[src/rtl/uart_rx_os_if.sv]
// Interface bundling the serial input, baud tick and received-word outputs
// of the oversampled UART receiver. The receiver takes the master modport,
// the line/tick driver and word consumer take the slave modport.
interface uart_rx_os_if #(
  parameter int DBIT = 8
);
  logic            i_s_tick;
  logic            i_rx;
  logic [DBIT-1:0] o_dout;
  logic            o_rx_done_tick;
  logic            o_frame_err;
  logic            o_parity_err;

  modport master (
    input  i_s_tick,
    input  i_rx,
    output o_dout,
    output o_rx_done_tick,
    output o_frame_err,
    output o_parity_err
  );

  modport slave (
    output i_s_tick,
    output i_rx,
    input  o_dout,
    input  o_rx_done_tick,
    input  o_frame_err,
    input  o_parity_err
  );
endinterface

[src/rtl/uart_rx_os.sv]
// uart_rx_os: 16x oversampled UART receiver, LSB first.
// Synchronises the serial line, frames start/data/[parity]/stop bits and
// presents each received word with a one-cycle done pulse plus error flags.
// Optional feature macro: UART_RX_PARITY_EN (one even-parity bit after data).
module uart_rx_os #(
  parameter int DBIT    = 8,
  parameter int SB_TICK = 16
) (
  input  logic           i_clk,
  input  logic           i_reset_n,
  uart_rx_os_if.master   bus
);

  localparam int NW = $clog2(DBIT);

`ifdef UART_RX_PARITY_EN
  localparam logic PAR_ODD = 1'b0;
  typedef enum logic [2:0] {IDLE, START, DATA, PARITY, STOP} state_t;
`else
  typedef enum logic [2:0] {IDLE, START, DATA, STOP} state_t;
`endif

  state_t          state, state_n;
  logic [4:0]      s, s_n;
  logic [NW-1:0]   n, n_n;
  logic [DBIT-1:0] b, b_n;
  logic            rx_meta, rx_s, rx_prev;
  logic            done_set;
`ifdef UART_RX_PARITY_EN
  logic            p_err, p_err_n;
`endif

  // Two-flop synchroniser plus one history flop so idle only reacts to a real 1->0 edge.
  always_ff @(posedge i_clk) begin
    if (!i_reset_n) begin
      rx_meta <= 1'b1;
      rx_s    <= 1'b1;
      rx_prev <= 1'b1;
    end else begin
      rx_meta <= bus.i_rx;
      rx_s    <= rx_meta;
      rx_prev <= rx_s;
    end
  end

  // FSM state and datapath registers; counters are cleared on every state change.
  always_ff @(posedge i_clk) begin
    if (!i_reset_n) begin
      state <= IDLE;
      s     <= '0;
      n     <= '0;
      b     <= '0;
`ifdef UART_RX_PARITY_EN
      p_err <= 1'b0;
`endif
    end else begin
      state <= state_n;
      s     <= s_n;
      n     <= n_n;
      b     <= b_n;
`ifdef UART_RX_PARITY_EN
      p_err <= p_err_n;
`endif
    end
  end

  // Next-state logic: a tick in the cycle of a state change belongs to the current state only.
  always_comb begin
    state_n  = state;
    s_n      = s;
    n_n      = n;
    b_n      = b;
    done_set = 1'b0;
`ifdef UART_RX_PARITY_EN
    p_err_n  = p_err;
`endif
    case (state)
      IDLE: begin
        if (rx_prev && !rx_s) begin
          state_n = START;
          s_n     = '0;
        end
      end
      START: begin
        if (bus.i_s_tick) begin
          if (s == 5'd7) begin
            s_n = '0;
            if (!rx_s) begin
              state_n = DATA;
              n_n     = '0;
            end else begin
              state_n = IDLE;
            end
          end else begin
            s_n = s + 5'd1;
          end
        end
      end
      DATA: begin
        if (bus.i_s_tick) begin
          if (s == 5'd15) begin
            s_n = '0;
            b_n = {rx_s, b[DBIT-1:1]};
            if (n == NW'(DBIT-1)) begin
              n_n = '0;
`ifdef UART_RX_PARITY_EN
              state_n = PARITY;
`else
              state_n = STOP;
`endif
            end else begin
              n_n = n + NW'(1);
            end
          end else begin
            s_n = s + 5'd1;
          end
        end
      end
`ifdef UART_RX_PARITY_EN
      PARITY: begin
        if (bus.i_s_tick) begin
          if (s == 5'd15) begin
            p_err_n = rx_s ^ (^b) ^ PAR_ODD;
            state_n = STOP;
            s_n     = '0;
          end else begin
            s_n = s + 5'd1;
          end
        end
      end
`endif
      STOP: begin
        if (bus.i_s_tick) begin
          if (s == 5'(SB_TICK-1)) begin
            state_n  = IDLE;
            s_n      = '0;
            done_set = 1'b1;
          end else begin
            s_n = s + 5'd1;
          end
        end
      end
      default: begin
        state_n = IDLE;
        s_n     = '0;
        n_n     = '0;
      end
    endcase
  end

  // Output registers: word and error flags load together with the done pulse and hold until the next frame.
  always_ff @(posedge i_clk) begin
    if (!i_reset_n) begin
      bus.o_dout         <= '0;
      bus.o_rx_done_tick <= 1'b0;
      bus.o_frame_err    <= 1'b0;
      bus.o_parity_err   <= 1'b0;
    end else begin
      bus.o_rx_done_tick <= done_set;
      if (done_set) begin
        bus.o_dout      <= b;
        bus.o_frame_err <= ~rx_s;
`ifdef UART_RX_PARITY_EN
        bus.o_parity_err <= p_err;
`else
        bus.o_parity_err <= 1'b0;
`endif
      end
    end
  end

endmodule
[src/flat_wrapper.sv]
// flat-port wrapper written by rule: the top's interface ports become plain ports
module uart_rx_os_flat 
#(
  parameter int DBIT    = 8,
  parameter int SB_TICK = 16
)
  (i_clk, i_reset_n, bus_i_s_tick, bus_i_rx, bus_o_dout, bus_o_rx_done_tick, bus_o_frame_err, bus_o_parity_err);
  uart_rx_os_if #(.DBIT(DBIT)) bus_i ();
  input  logic i_clk;
  input  logic i_reset_n;
  input wire logic [$bits(bus_i.i_s_tick)-1:0] bus_i_s_tick;
  input wire logic [$bits(bus_i.i_rx)-1:0] bus_i_rx;
  output wire logic [$bits(bus_i.o_dout)-1:0] bus_o_dout;
  output wire logic [$bits(bus_i.o_rx_done_tick)-1:0] bus_o_rx_done_tick;
  output wire logic [$bits(bus_i.o_frame_err)-1:0] bus_o_frame_err;
  output wire logic [$bits(bus_i.o_parity_err)-1:0] bus_o_parity_err;
  assign bus_i.i_s_tick = bus_i_s_tick;
  assign bus_i.i_rx = bus_i_rx;
  assign bus_o_dout = bus_i.o_dout;
  assign bus_o_rx_done_tick = bus_i.o_rx_done_tick;
  assign bus_o_frame_err = bus_i.o_frame_err;
  assign bus_o_parity_err = bus_i.o_parity_err;
  uart_rx_os #(.DBIT(DBIT), .SB_TICK(SB_TICK)) u_core (.i_clk(i_clk), .i_reset_n(i_reset_n), .bus(bus_i));
endmodule
[config.mk]
export PLATFORM = sky130hd
export DESIGN_NAME = uart_rx_os_flat
export DESIGN_NICKNAME = d
export VERILOG_FILES = /design/src/rtl/uart_rx_os_if.sv /design/src/rtl/uart_rx_os.sv /design/src/flat_wrapper.sv
export SDC_FILE = /design/constraint.sdc
export NUM_CORES = 1
export LEC_CHECK = 0
export ABC_CLOCK_PERIOD_IN_PS = 3200
export CAP_MARGIN = 20
export CELL_PAD_IN_SITES_DETAIL_PLACEMENT = 1
export CELL_PAD_IN_SITES_GLOBAL_PLACEMENT = 1
export CORE_AREA = 3 3 74 76
export CTS_BUF_LIST = sky130_fd_sc_hd__clkbuf_8
export CTS_CLUSTER_DIAMETER = 30
export CTS_CLUSTER_SIZE = 40
export DETAILED_ROUTE_END_ITERATION = 10
export DIE_AREA = 0 0 77 79
export GPL_TIMING_DRIVEN = 0
export PLACE_DENSITY = 0.56
export SLEW_MARGIN = 20
export SYNTH_ARGS = -nofsm -noshare
export SYNTH_HDL_FRONTEND = slang
export SYNTH_SLANG_ARGS = --single-unit
[constraint.sdc]
create_clock -name i_clk -period 3.2 [get_ports i_clk]
set_clock_uncertainty 0.15 [all_clocks]
set_input_delay 0.64 -clock i_clk [delete_from_list [all_inputs] [get_ports i_clk]]
set_output_delay 0.64 -clock i_clk [all_outputs]
set_load 0.02 [all_outputs]
After elaboration in Yosys (flattened, before gate mapping)
Index checks and enable logic that the tools add are counted.
Storage, ports and cells
  bits in registers: 32
  memories: 0
  input port bits: 4
  output and inout port bits: 11
  logic and storage cells: 65
  bits in latches: 0
  memory bits (writable): 0
  bits in read-only memories: 0
Cells by class
  bitwise logic cells: 2
  divide/modulo/power cells: 0
  shift operators: 0
  reductions and logical operators: 9
  multiply operators: 0
  order comparisons: 0
  multiplexer cells: 26
  add/sub/neg operators: 2
  equal/unequal tests: 16
Operators with widths (count)
  3-bit two-way mux: 14
  5-bit two-way mux: 5
  5-bit one-hot mux with 3 select lines: 1
  2-bit by 1-bit != test with 1-bit output, second input constant: 6
  3-bit one-hot mux with 4 select lines: 1
  3-bit one-hot mux with 3 select lines: 1
  2-bit != test, second input constant: 4
  8-bit AND reduction: 1
  3-bit by 2-bit equality test with 1-bit output, second input constant: 2
  3-bit AND reduction: 2
  6-bit AND reduction: 1
  5-bit by 1-bit adder with 5-bit output, second input constant: 1
  5-bit by 3-bit equality test with 1-bit output, second input constant: 1
  5-bit by 4-bit equality test with 1-bit output, second input constant: 1
  2-bit OR reduction: 2
  3-bit by 1-bit adder with 3-bit output, second input constant: 1
  3-bit by 1-bit equality test with 1-bit output, second input constant: 1
  3-bit equality test, second input constant: 1
  3-bit zero test: 1
  1-bit two-way mux: 3
  2-bit two-way mux: 1
  1-bit NOT: 2
  1-bit logical AND: 1
  1-bit zero test: 1

Logic depth before layout (Yosys ltp)
  depth after elaboration: 5
  gate-level depth with buffers: 7
  mapped depth without buffers: 6

Worst setup path before layout
OpenSTA, ideal clock, no wires.
  path kind: register to register
  start point: register u_core.state[0]
  end point: register u_core.state[1]
  stages on the path, launching flop included: 8
  library setup time: 0.087 ns
  data required time: 2.963 ns
  path buffers: 1
  arrival time: 1.686 ns
  period minus slack after synthesis: 1.924 ns
  setup slack: 1.276 ns
  cells stage by stage: dfxtp_1 -> inv_1 -> ha_1 -> buf_4 -> nor3_1 -> o21ai_0 -> a2111o_1 -> o31ai_1
On the way
  cells in the longest elaborated chain, start to end: 3
  elaborated cells on any way between the ends: 14
  classes of those cells: eq/ne: 11; mux: 1; reduce/logical: 2
Ends and longest elaborated chain
  from (decl): RTL line uart_rx_os.sv:23  | state_t state, state_n;
  from (signal assigned): RTL line uart_rx_os.sv:57  | state <= state_n;
  3-bit by 2-bit equality test with 1-bit output (tied with other cells): RTL line uart_rx_os.sv:77  | case (state)
  2-bit by 1-bit != test with 1-bit output (no source line) / 2-bit != test (equally long branches)
  8-bit AND reduction (no source line)
Parallel ways exist; a longest one is shown, timed or not.
A chain may end at the register's enable or synchronous reset.

Worst setup path in the final report
Ends and elaborated chain as after synthesis.

==> run_results.csv <==
group,metric,value,unit
outcome,run_status,"finished, final reports clean",
die,die_h,79,um
die,ios,15,
power,power_leakage,0.000694,uW
die,initial_core_util,30.4,%
setup_path,max_stage_delay,460,ps
routing,drc,0,
setup_path,rr_worst_depth,7,
global_routing,grt_pass1_wl,6180,um
sta,finalCritPeriodShare,69.4,%
finish,area_growth,20.3,%
routing,vias_per_cell,4.89,
run,cap_violations,0,
setup_path,required,3250,ps
yosys,synth-seq-area-share,42.7,%
sta,finalSetupTns,0,ps
yosys,synth_top_family_by_area,"simple AND/OR/NAND/NOR gates",
clocking,cts_tree,"yes",
setup_path,cpMaxStageDelayCell,"a2111o_1",
clocking,clock-sinks,31,
finish,drive_gt1_share,8.15,%
clocking,post_cts_buffers,0,
sta,fmax,450,MHz
finish,multi_input_area,773,um^2
power,totalPowerFinal,898,uW
power,power_density,513,nW/um^2
placed_design,dpl.cell_count,243,
global_routing,antenna_found_initial,0,
finish,num_antenna_cells,0,
die,num_rows,25,
setup_path,arrival,2270,ps
setup_path,cp.depth,7,
global_routing,grt.overflow.total,0,
setup_path,start_kind,"register",
sta,slew_viol_final,0,
yosys,synth_xor_area_share,0,%
yosys,synth_area,1450,um^2
yosys,synth-edff-count,0,
yosys,synth.area.mux_share,6.20,%
yosys,synth.area.top_cells,"dfxtp_1 (43%), ha_1 (7.7%), mux2i_1 (6.2%), a21oi_1 (5.9%), nand2_1 (4.9%)",
setup_path,worstSetupPathType,"register to register",
finish,nNetsFinal,196,
clocking,cts_buffer_depth,2,
setup_path,crit_family,"compound AO/OA/AOI/OAI gates",
clocking,clock-root-buffer,"clkbuf_8",
finish,fillers,572,
routing,drt-initial-drc-count,54,
sta,rsz0062_at_grt,"false",
yosys,synth_most_common_cell,"dfxtp_1",
clocking,h-tree-depth,2,
sta,final.min_clock_period,2220,ps
placed_design,gp_congestion,0.828,
yosys,synth-compound-area-share,16.9,%
setup_path,path_max_fanout,10,
global_routing,grt_max_degree,11,
clocking,insertion_delay,280,ps
setup_path,critical_path_buf_inv_count,2,
global_routing,grt_usage,12.8,%
routing,num_vias,1228,
routing,drtAntennaViolNets,0,
yosys,yosys-top-cells-count,"dfxtp_1 (31), nand2_1 (19), a21oi_1 (17)",
die,core-area,4790,um^2
yosys,synth_cell_types,39,
min_path,min_path_cells,1,
clocking,cts_buffers,5,
finish,final_cells,251,
clocking,ctsHoldBuffers,0,
yosys,yosys_warnings,0,
finish,post-route-cell-area,1750,um^2
clocking,clk_pin_slew,70,ps
die,die_width,77,um
sta,hold_viol,0,
global_routing,grt_pass1_vias,1295,
placed_design,io_buffers,13,
setup_path,worstPathCellList,"inv_1 -> ha_1 -> buf_4 -> nor3_1 -> o21ai_0 -> a2111o_1 -> o31ai_1",
yosys,syn-num-nets,176,
yosys,synth_top_cell_by_area,"dfxtp_1",
clocking,cts_resized,0,
yosys,synthCells,163,
yosys,synth_fa_ha_area_share,7.75,%
power,ir_drop,0.000213,V
yosys,ys_ff_latch,31,
routing,wirelength,3460,um
die,die_area,6080,um^2
routing,drtPass1Iterations,4,
setup_path,critPathCaptureType,"register",
yosys,synthSimpleGateAreaFrac,22.1,%
routing,wl_per_cell,13.8,um
yosys,async_flop_share,0,%
sta,setup_viol,0,
placed_design,placed_area,1670,um^2
yosys,ys.flop_type,"dfxtp_1",
yosys,synth.avg_cell_area,8.92,um^2
yosys,yosysTopAreaCellShare,42.7,%
finish,register_area,621,um^2
placed_design,dpl.hpwl,2580,um
min_path,hp-class,"register to register",
through the flow:
step	utilization (%)	hold slack, ps	setup slack (ps)
6_report	36.5	264	980
5_1_grt	36.5	282	825
4_1_cts	36.5	273	979
3_5_place_dp	34.8	254	711
3_3_place_gp	34.8	255	739
2_1_floorplan	-	236	1280
power by group:
part / total (uW) / switching (uW) / internal [uW]
sequential: 408 / 12.3 / 396
combinational: 201 / 130 / 70.9
clock: 289 / 143 / 146
total: 898 / 285 / 612
layout by cell type (no fill, tap or decap), types with 2 or more instances in the layout:
cell / Yosys / routed
dfxtp_1: 31 / 31
nand2_1: 19 / 19
a21oi_1: 17 / 17
nor2_1: 15 / 15
clkdlybuf4s50_1: 0 / 13
mux2i_1: 9 / 9
ha_1: 9 / 9
inv_1: 5 / 7
nand3_1: 6 / 6
nand2b_1: 6 / 6
clkbuf_8: 0 / 5
buf_2: 3 / 3
nor3_1: 3 / 3
o21ai_0: 3 / 3
a211oi_1: 3 / 3
o2111ai_1: 3 / 3
clkbuf_1: 2 / 2
nor2b_1: 2 / 2
buf_4: 2 / 2
or3_1: 2 / 2
a21o_1: 2 / 2
a22oi_1: 2 / 2
flip-flops by register name, indices dropped and copies added (netlist names):
name	flops
u_core.b	8
u_core.bus.o_dout	8
u_core.bus.o_frame_err	1
u_core.bus.o_rx_done_tick	1
u_core.n	3
u_core.rx_meta	1
u_core.rx_prev	1
u_core.rx_s	1
u_core.s	5
u_core.state	2
final cells by class:
class	instances	share of cell area, %
plain buffers	7	2.15
clock buffers	5	3.93
clock inverters	3	0.715
inverters	6	1.29
multi-input cells	119	44.2
flip-flops and latches	31	35.5
well taps	67	4.79
repair buffers	13	7.44
cells by family (layout without fill, tap and decap cells):
group,Yosys count,count (layout)
other,1,1
multiplexers,9,9
AND/OR/NAND/NOR,63,63
adder cells (fa/ha/maj),9,9
buffers and inverters,13,34
flip-flops,31,31
AO/OA/AOI/OAI,37,37
metal layers:
| metal | GRT usage (%) | wire, um | vias to the layer above |
|---|---|---|---|
| li1 | - | - | 612 |
| met1 | 16.6 | 1680 | 597 |
| met2 | 20.2 | 1620 | 14 |
| met3 | 3.51 | 102 | 5 |
| met4 | 4.80 | 57 | 0 |
| met5 | 0 | 0 | - |
final timing paths:
kind / to / slack (ps) / startpoint
worst min register to register: u_core.rx_s$_SDFF_PN1_ / 260 / u_core.rx_meta$_SDFF_PN1_
worst max-delay path: u_core.state[1]$_SDFFE_PN0P_ / 980 / u_core.state[0]$_SDFFE_PN0P_
worst max register to register: u_core.state[1]$_SDFFE_PN0P_ / 980 / u_core.state[0]$_SDFFE_PN0P_
worst min-delay path: u_core.rx_s$_SDFF_PN1_ / 260 / u_core.rx_meta$_SDFF_PN1_
Note: power is estimated with default switching activity, not from simulation.
